<file path="config.mk">
export PLATFORM = sky130hd
export DESIGN_NAME = ddr_dma_arbiter
export DESIGN_NICKNAME = d
export VERILOG_FILES = /design/src/rtl/ddr_dma_arbiter.sv
export SDC_FILE = /design/constraint.sdc
export NUM_CORES = 1
export LEC_CHECK = 0
export ABC_CLOCK_PERIOD_IN_PS = 2700
export CORE_AREA = 2 2 237 239
export CTS_CLUSTER_SIZE = 16
export DETAILED_ROUTE_END_ITERATION = 10
export DIE_AREA = 0 0 239 241
export PLACE_DENSITY_LB_ADDON = 0.05
export SLEW_MARGIN = 20
export SYNTH_ARGS = -nofsm -noshare
export SYNTH_HDL_FRONTEND = slang
export SYNTH_SLANG_ARGS = --single-unit
</file>
<file path="constraint.sdc">
create_clock -name dma_clk -period 2.7 [get_ports dma_clk]
set_input_delay 0.27 -clock dma_clk [delete_from_list [all_inputs] [get_ports dma_clk]]
set_output_delay 0.27 -clock dma_clk [all_outputs]
set_load 0.01 [all_outputs]
</file>
<file path="src/rtl/ddr_dma_arbiter.sv">
// ddr_dma_arbiter: shares one DDR DMA write port and one DDR DMA read port
// between two DMA clients (0 = UART DMA, 1 = Ethernet DMA). The write and read
// channels are arbitrated independently. Each channel holds its grant for one
// complete request, from req through req_done. Ties go round-robin.
//
// Per-channel FSM:
//   state  | meaning
//   IDLE   | no owner; sample client reqs and grant one
//   REQ    | m_req held high toward the DDR wrapper until m_ack
//   XFER   | data path routed to the granted client until m_req_done
module ddr_dma_arbiter #(
    parameter int ADDR_W = 32,
    parameter int LEN_W  = 32,
    parameter int DATA_W = 32
) (
    input  logic              dma_clk,
    input  logic              dma_rstn,

    // client 0 write
    input  logic              c0_wr_req,
    input  logic [ADDR_W-1:0] c0_wr_addr,
    input  logic [LEN_W-1:0]  c0_wr_len,
    input  logic [DATA_W-1:0] c0_wr_data,
    input  logic              c0_wr_data_ready,
    output logic              c0_wr_ack,
    output logic              c0_wr_data_req,
    output logic              c0_wr_req_done,
    // client 1 write
    input  logic              c1_wr_req,
    input  logic [ADDR_W-1:0] c1_wr_addr,
    input  logic [LEN_W-1:0]  c1_wr_len,
    input  logic [DATA_W-1:0] c1_wr_data,
    input  logic              c1_wr_data_ready,
    output logic              c1_wr_ack,
    output logic              c1_wr_data_req,
    output logic              c1_wr_req_done,
    // client 0 read
    input  logic              c0_rd_req,
    input  logic [ADDR_W-1:0] c0_rd_addr,
    input  logic [LEN_W-1:0]  c0_rd_len,
    input  logic              c0_rd_data_ready,
    output logic [DATA_W-1:0] c0_rd_data,
    output logic              c0_rd_ack,
    output logic              c0_rd_data_valid,
    output logic              c0_rd_req_done,
    // client 1 read
    input  logic              c1_rd_req,
    input  logic [ADDR_W-1:0] c1_rd_addr,
    input  logic [LEN_W-1:0]  c1_rd_len,
    input  logic              c1_rd_data_ready,
    output logic [DATA_W-1:0] c1_rd_data,
    output logic              c1_rd_ack,
    output logic              c1_rd_data_valid,
    output logic              c1_rd_req_done,

    // master write port
    output logic              m_wr_req,
    output logic [ADDR_W-1:0] m_wr_addr,
    output logic [LEN_W-1:0]  m_wr_len,
    output logic [DATA_W-1:0] m_wr_data,
    output logic              m_wr_data_ready,
    input  logic              m_wr_ack,
    input  logic              m_wr_data_req,
    input  logic              m_wr_req_done,
    // master read port
    output logic              m_rd_req,
    output logic [ADDR_W-1:0] m_rd_addr,
    output logic [LEN_W-1:0]  m_rd_len,
    output logic              m_rd_data_ready,
    input  logic              m_rd_ack,
    input  logic [DATA_W-1:0] m_rd_data,
    input  logic              m_rd_data_valid,
    input  logic              m_rd_req_done,

    output logic              wr_busy,
    output logic              rd_busy,
    output logic              wr_gnt,
    output logic              rd_gnt
);

    typedef enum logic [1:0] {
        S_IDLE,
        S_REQ,
        S_XFER
    } state_t;

    state_t wr_state;
    state_t rd_state;
    logic   wr_last;
    logic   rd_last;
    logic   wr_win;
    logic   rd_win;
    logic   wr_in_req;
    logic   wr_in_xfer;
    logic   rd_in_req;
    logic   rd_in_xfer;

    // On a tie the client that did not own the previous transfer wins
    assign wr_win = (c0_wr_req & c1_wr_req) ? ~wr_last : c1_wr_req;
    assign rd_win = (c0_rd_req & c1_rd_req) ? ~rd_last : c1_rd_req;

    // Write channel FSM: grant, hold m_req until ack, own the port until done
    always_ff @(posedge dma_clk or negedge dma_rstn) begin
        if (!dma_rstn) begin
            wr_state  <= S_IDLE;
            wr_gnt    <= 1'b0;
            wr_last   <= 1'b1;
            m_wr_req  <= 1'b0;
            m_wr_addr <= '0;
            m_wr_len  <= '0;
        end else begin
            case (wr_state)
                S_IDLE: begin
                    if (c0_wr_req | c1_wr_req) begin
                        wr_gnt    <= wr_win;
                        m_wr_addr <= wr_win ? c1_wr_addr : c0_wr_addr;
                        m_wr_len  <= wr_win ? c1_wr_len  : c0_wr_len;
                        m_wr_req  <= 1'b1;
                        wr_state  <= S_REQ;
                    end
                end
                S_REQ: begin
                    // a done arriving with the ack is only honoured in XFER
                    if (m_wr_ack) begin
                        m_wr_req <= 1'b0;
                        wr_state <= S_XFER;
                    end
                end
                S_XFER: begin
                    if (m_wr_req_done) begin
                        wr_last  <= wr_gnt;
                        wr_state <= S_IDLE;
                    end
                end
                default: wr_state <= S_IDLE;
            endcase
        end
    end

    // Read channel FSM: same sequencing as the write channel
    always_ff @(posedge dma_clk or negedge dma_rstn) begin
        if (!dma_rstn) begin
            rd_state  <= S_IDLE;
            rd_gnt    <= 1'b0;
            rd_last   <= 1'b1;
            m_rd_req  <= 1'b0;
            m_rd_addr <= '0;
            m_rd_len  <= '0;
        end else begin
            case (rd_state)
                S_IDLE: begin
                    if (c0_rd_req | c1_rd_req) begin
                        rd_gnt    <= rd_win;
                        m_rd_addr <= rd_win ? c1_rd_addr : c0_rd_addr;
                        m_rd_len  <= rd_win ? c1_rd_len  : c0_rd_len;
                        m_rd_req  <= 1'b1;
                        rd_state  <= S_REQ;
                    end
                end
                S_REQ: begin
                    if (m_rd_ack) begin
                        m_rd_req <= 1'b0;
                        rd_state <= S_XFER;
                    end
                end
                S_XFER: begin
                    if (m_rd_req_done) begin
                        rd_last  <= rd_gnt;
                        rd_state <= S_IDLE;
                    end
                end
                default: rd_state <= S_IDLE;
            endcase
        end
    end

    assign wr_in_req  = (wr_state == S_REQ);
    assign wr_in_xfer = (wr_state == S_XFER);
    assign rd_in_req  = (rd_state == S_REQ);
    assign rd_in_xfer = (rd_state == S_XFER);

    assign wr_busy = (wr_state != S_IDLE);
    assign rd_busy = (rd_state != S_IDLE);

    // Master responses are routed only to the owner and only in the phase
    // where they mean something; strays in IDLE go nowhere.
    assign c0_wr_ack      = wr_in_req  & ~wr_gnt & m_wr_ack;
    assign c1_wr_ack      = wr_in_req  &  wr_gnt & m_wr_ack;
    assign c0_wr_data_req = wr_in_xfer & ~wr_gnt & m_wr_data_req;
    assign c1_wr_data_req = wr_in_xfer &  wr_gnt & m_wr_data_req;
    assign c0_wr_req_done = wr_in_xfer & ~wr_gnt & m_wr_req_done;
    assign c1_wr_req_done = wr_in_xfer &  wr_gnt & m_wr_req_done;

    assign m_wr_data       = wr_gnt ? c1_wr_data : c0_wr_data;
    assign m_wr_data_ready = wr_in_xfer & (wr_gnt ? c1_wr_data_ready : c0_wr_data_ready);

    assign c0_rd_ack        = rd_in_req  & ~rd_gnt & m_rd_ack;
    assign c1_rd_ack        = rd_in_req  &  rd_gnt & m_rd_ack;
    assign c0_rd_data_valid = rd_in_xfer & ~rd_gnt & m_rd_data_valid;
    assign c1_rd_data_valid = rd_in_xfer &  rd_gnt & m_rd_data_valid;
    assign c0_rd_req_done   = rd_in_xfer & ~rd_gnt & m_rd_req_done;
    assign c1_rd_req_done   = rd_in_xfer &  rd_gnt & m_rd_req_done;

    // Read data is broadcast; data_valid tells the owner when to take it
    assign c0_rd_data = m_rd_data;
    assign c1_rd_data = m_rd_data;

    assign m_rd_data_ready = rd_in_xfer & (rd_gnt ? c1_rd_data_ready : c0_rd_data_ready);

endmodule

</file>
=== After elaboration in Yosys (flattened, before gate mapping) ===
Cells that the tools add are included.

* Input port bits: 368
* Output and inout bits: 244
* Flip-flop bits (word level): 138

* Reduce and logical (&&, ||, !) cells: 14
* Bitwise operators: 30
* Multiplexer cells: 23
* Eq/ne operators: 10

{| class="wikitable"
|+ Operator list
! kind !! count
|-
| $mux W32 || 5
|-
| $and A1 B1 Y1 || 24
|-
| $mux W2 || 6
|-
| $ne A2 B2 Y1 const B || 6
|-
| $pmux W2 S3 || 2
|-
| $reduce_and A3 Y1 || 4
|-
| $mux W1 || 8
|-
| $reduce_and A2 Y1 || 4
|-
| $reduce_bool A2 Y1 || 4
|-
| $eq A2 B1 Y1 const B || 2
|-
| $eq A2 B2 Y1 const B || 2
|-
| $logic_not A2 Y1 || 2
|-
| $not A1 Y1 || 4
|-
| $pmux W1 S2 || 2
|-
| $or A1 B1 Y1 || 2
|}

=== Depth between registers and ports, before layout ===
* Word-level depth: 3
* Depth in mapped cells: 5
* Mapped depth without buffers: 3

=== Least setup slack after synthesis ===
OpenSTA, ideal clock, no wires.

* Path kind: reg2reg
* From: register wr_last
* To: register m_wr_addr[0]
* Stages on the path, launching flop included: 6
* Period minus slack after synthesis: 1.612 ns
* Setup time: 0.125 ns
* Data arrival time: 1.487 ns
* Path slack: 1.088 ns
* Cells stage by stage: dfstp_2 > a21bo_2 > buf_6 > buf_6 > mux2_4 > mux2_4

* Longest elaborated chain between the ends: 3

{| class="wikitable"
|+ Ends and longest elaborated chain
! item !! line !! source
|-
| start, declared || 89 || <nowiki>logic wr_last;</nowiki>
|-
| start signal, assigned || 131 || <nowiki>wr_last <= wr_gnt;</nowiki>
|-
| $not A1 Y1 || 99 || <nowiki>assign wr_win = (c0_wr_req & c1_wr_req) ? ~wr_last : c1_wr_req;</nowiki>
|-
| $mux W1 || 99 ||
|-
| $mux W32 || 116 || <nowiki>m_wr_addr <= wr_win ? c1_wr_addr : c0_wr_addr;</nowiki>
|-
| end signal, assigned || 116 ||
|-
| end, declared || 58 || <nowiki>output logic [ADDR_W-1:0] m_wr_addr,</nowiki>
|}

No other way between the ends.
A chain may end at the register's enable or synchronous reset.

=== Worst setup path in the final report ===
* From: register wr_gnt
* To: output port m_wr_data[22]

* Longest elaborated chain between the ends: 1

{| class="wikitable"
|+ Ends and longest elaborated chain
! item !! line !! source
|-
| start, declared || 77 || <nowiki>output logic wr_gnt,</nowiki>
|-
| start signal, assigned || 115 || <nowiki>wr_gnt <= wr_win;</nowiki>
|-
| $mux W32 || 194 || <nowiki>assign m_wr_data = wr_gnt ? c1_wr_data : c0_wr_data;</nowiki>
|-
| end, declared || 60 || <nowiki>output logic [DATA_W-1:0] m_wr_data,</nowiki>
|}

No other way between the ends.

==> metrics <==
global-route wire length before repair=roughly 54 mm; Worst Hold Launch=c1_rd_addr[31]; Final min period=about 2400 ps; Max-slew headroom=63.36%; WL per Instance=20.51 um; synthesized instance count=between 700 and 800; # IOs=slightly above 600; critical path class=flop to output pin; latest clock arrival within the worst-skew pair=about 470 ps; Slew @ Worst Pin=roughly 550 ps; Yosys cell types=28; CP endpoint=m_wr_data[22]; slowest CP cell=clkdlybuf4s50_1; worst setup path startpoint=wr_gnt$_DFFE_PN0P_; Pins Over Slew Limit=0; largest fanout on the critical path=39; nets=1,526; Routed WL=38.50 mm; area grow syn2layout=77.90%; vias=around 7,100; syn_nets=1,089; largest net degree at the start of global routing=84; Die H=around 240 um; # setup viols final=0; global route total overflow=0; Post-synth EDFFs=0; Post-synth top cells=dfrtp_1 (136), nand2_1 (132), mux2_4 (90), mux2_2 (70), buf_4 (65); clk buf depth=2; Synth top area share=between 40% and 50%; crit path launch type=flop; Final Hold Fails=0; Starting Density=between 10% and 20%; async set-reset flop share out of synthesis=100.0%; clk_skew=11.21 ps; Arr. time, crit path=about 2200 ps; worst min-delay path category=primary input to flop; Power Dens Cells=around 1000 nW/um^2; GPL Wtd Cong=0.7592; largest area contributor in the netlist=dfrtp_1; setup ws final=approximately 270 ps; synthesized area per cell=approximately 11 um^2; Final HPWL DP=~29 mm; Die X-Extent=between 200 and 250 um; CP Depth=3; Worst path max stage delay=just over 500 ps; Reg2Reg Depth=5; r2r setup slk=790 ps; CTS tree=yes; CTS clk-pin slew, worst paths=around 60 ps; gr usage total=about an eighth; MaxCap Viol Count=0; RSZ-0062 raised after global routing=false; pre-CTS WS=around 570 ps; CORE AREA=roughly 55,000 um^2; sequential area share after synthesis=around 44%; Worst Path Buf+Inv=2; die area=57,600 um^2; period utilization=about nine tenths; Worst Path Required=2430 ps; Cell Area, Synth=between 7000 and 8000 um^2; Num Clock Sinks=138; Top delay family on crit path=buffers and inverters; Primary FF master, synth=dfrtp_1; initial antenna violation count=14; endpoint type of the worst setup path=output pin; DR vias/cell=approximately 3.8; FF+latch count, synth=roughly 140; 1st-iter DRT viols=between 200 and 250; Num CTS Buffers=17; setup TNS=0 ps; # rows=86; fmax=between 400 and 500 MHz; outcome=complete, no violations; number of fillers in the final layout=around 5,900; count leader, synth=dfrtp_1; ranking of synthesized cells by area=dfrtp_1 (43%), mux2_4 (17%), mux2_2 (10%); number of port buffers=515; clock root cell=clkbuf_16; Reg2Reg Capture Point=m_wr_addr[28]$_DFFE_PN0P_; Leak=between 5 and 6 nW; H-Tree Depth=4; drt pass-1 iters=4; synth warn=0; worst vdd ir=just under 0.4 mV; antenna-violating nets left=0; ratio of cells with drive above 1 in the final layout=approximately 18%; critical path, cell by cell=buf_4 > mux2_2 > clkdlybuf4s50_1; vias in the first global route=7,703; DRC violations left=0; reg-to-reg startpoint=wr_state[1]$_DFFE_PN0P_
## how the worst min path moves through the flow
stage / to / slack, ps / cells past startpoint
floorplan: m_rd_addr[0]$_DFFE_PN0P_ / -30 / 0
global placement: m_wr_addr[28]$_DFFE_PN0P_ / 300 / 2
detailed placement: m_wr_addr[23]$_DFFE_PN0P_ / 300 / 2
CTS: m_rd_addr[16]$_DFFE_PN0P_ / 300 / 3
global route: m_rd_len[9]$_DFFE_PN0P_ / 320 / 3
finish: m_rd_addr[31]$_DFFE_PN0P_ / 350 / 3
## per-stage QoR
stage	cell area (um^2)	hold slack [ps]	instances	total power, mW	util (%)
CTS	13950	295.7	1874	13.96	25.43
global route	13950	321.6	1874	14.54	25.43
detailed placement	13400	297.1	1842	11.49	24.43
finish	13960	351.9	1877	13.60	25.44
global placement	13400	300.8	1842	11.53	24.43
floorplan	7848	-25.59	721	7.331	-
## worst register-to-register path: cells and delay by family, from the launching register on
family	cells	cell delay [ps]
muxes	1	340
DFF	1	400
buffers and inverters	2	460
and+or+nand+nor	2	610
## flip-flops by register name, indices dropped and copies added, names as in the netlist
signal / cells
wr_state: 2
wr_last: 1
wr_gnt: 1
m_wr_len: 32
rd_last: 1
m_rd_len: 32
m_rd_req: 1
rd_gnt: 1
m_wr_addr: 32
rd_state: 2
m_wr_req: 1
m_rd_addr: 32
## cells in the final DEF (no fill, tap or decap), types with 3 or more instances in the layout
master and count:
a31oi_1 64, a21o_1 4, mux2_4 90, nand2_1 132, buf_4 10, clkdlybuf4s50_1 514, a21oi_1 64, inv_1 3
diode_2 3, buf_12 9, clkinv_2 5, clkbuf_16 17, mux2i_1 3, clkbuf_1 4, dfrtp_1 136, nand2b_1 3
nor2_1 14, mux2_2 70
## layer usage
metal	vias to the layer above	part of all wire, %	routed length, um	track usage [%]
met5	-	0.38	147	0
met4	22	1.5	578	4.148
met3	48	13	4842	8.109
met2	361	46	17810	20.97
met1	3360	39	15120	14.47
li1	3328	-	-	-
## what timing repair did
item	in CTS	in global routing
hold buffers	1	0
resized for setup	0	0
endpoints found under the hold margin	136	0
buffers inserted	0	0
## power by group
group	switching, mW	leakage [nW]	internal (mW)	total, mW
logic	3.22	3.78	4.27	7.49
registers	0.640	1.57	3.15	3.79
clock network	1.02	0.267	1.30	2.32
## cell families after synthesis
group / after synthesis / share of synthesized area [%]
muxes: 163 / 27.65
DFF: 138 / 44.04
and+or+nand+nor: 160 / 8.068
AOI/OAI and AO/OA: 140 / 10.30
buffers and inverters: 120 / 9.949
## cell type report
type	instances	area [um^2]	area share [%]
Clock inverter	8	71.32	0.5108
Multi-Input combinational cell	463	3645	26.11
Inverter	3	11.26	0.08066
Clock buffer	23	467.9	3.352
Sequential cell	138	3456	24.75
Tap cell	704	880.8	6.309
Timing Repair Buffer	535	5421	38.83
Antenna cell	3	7.507	0.05377
Power figures use the tool's default switching activity.
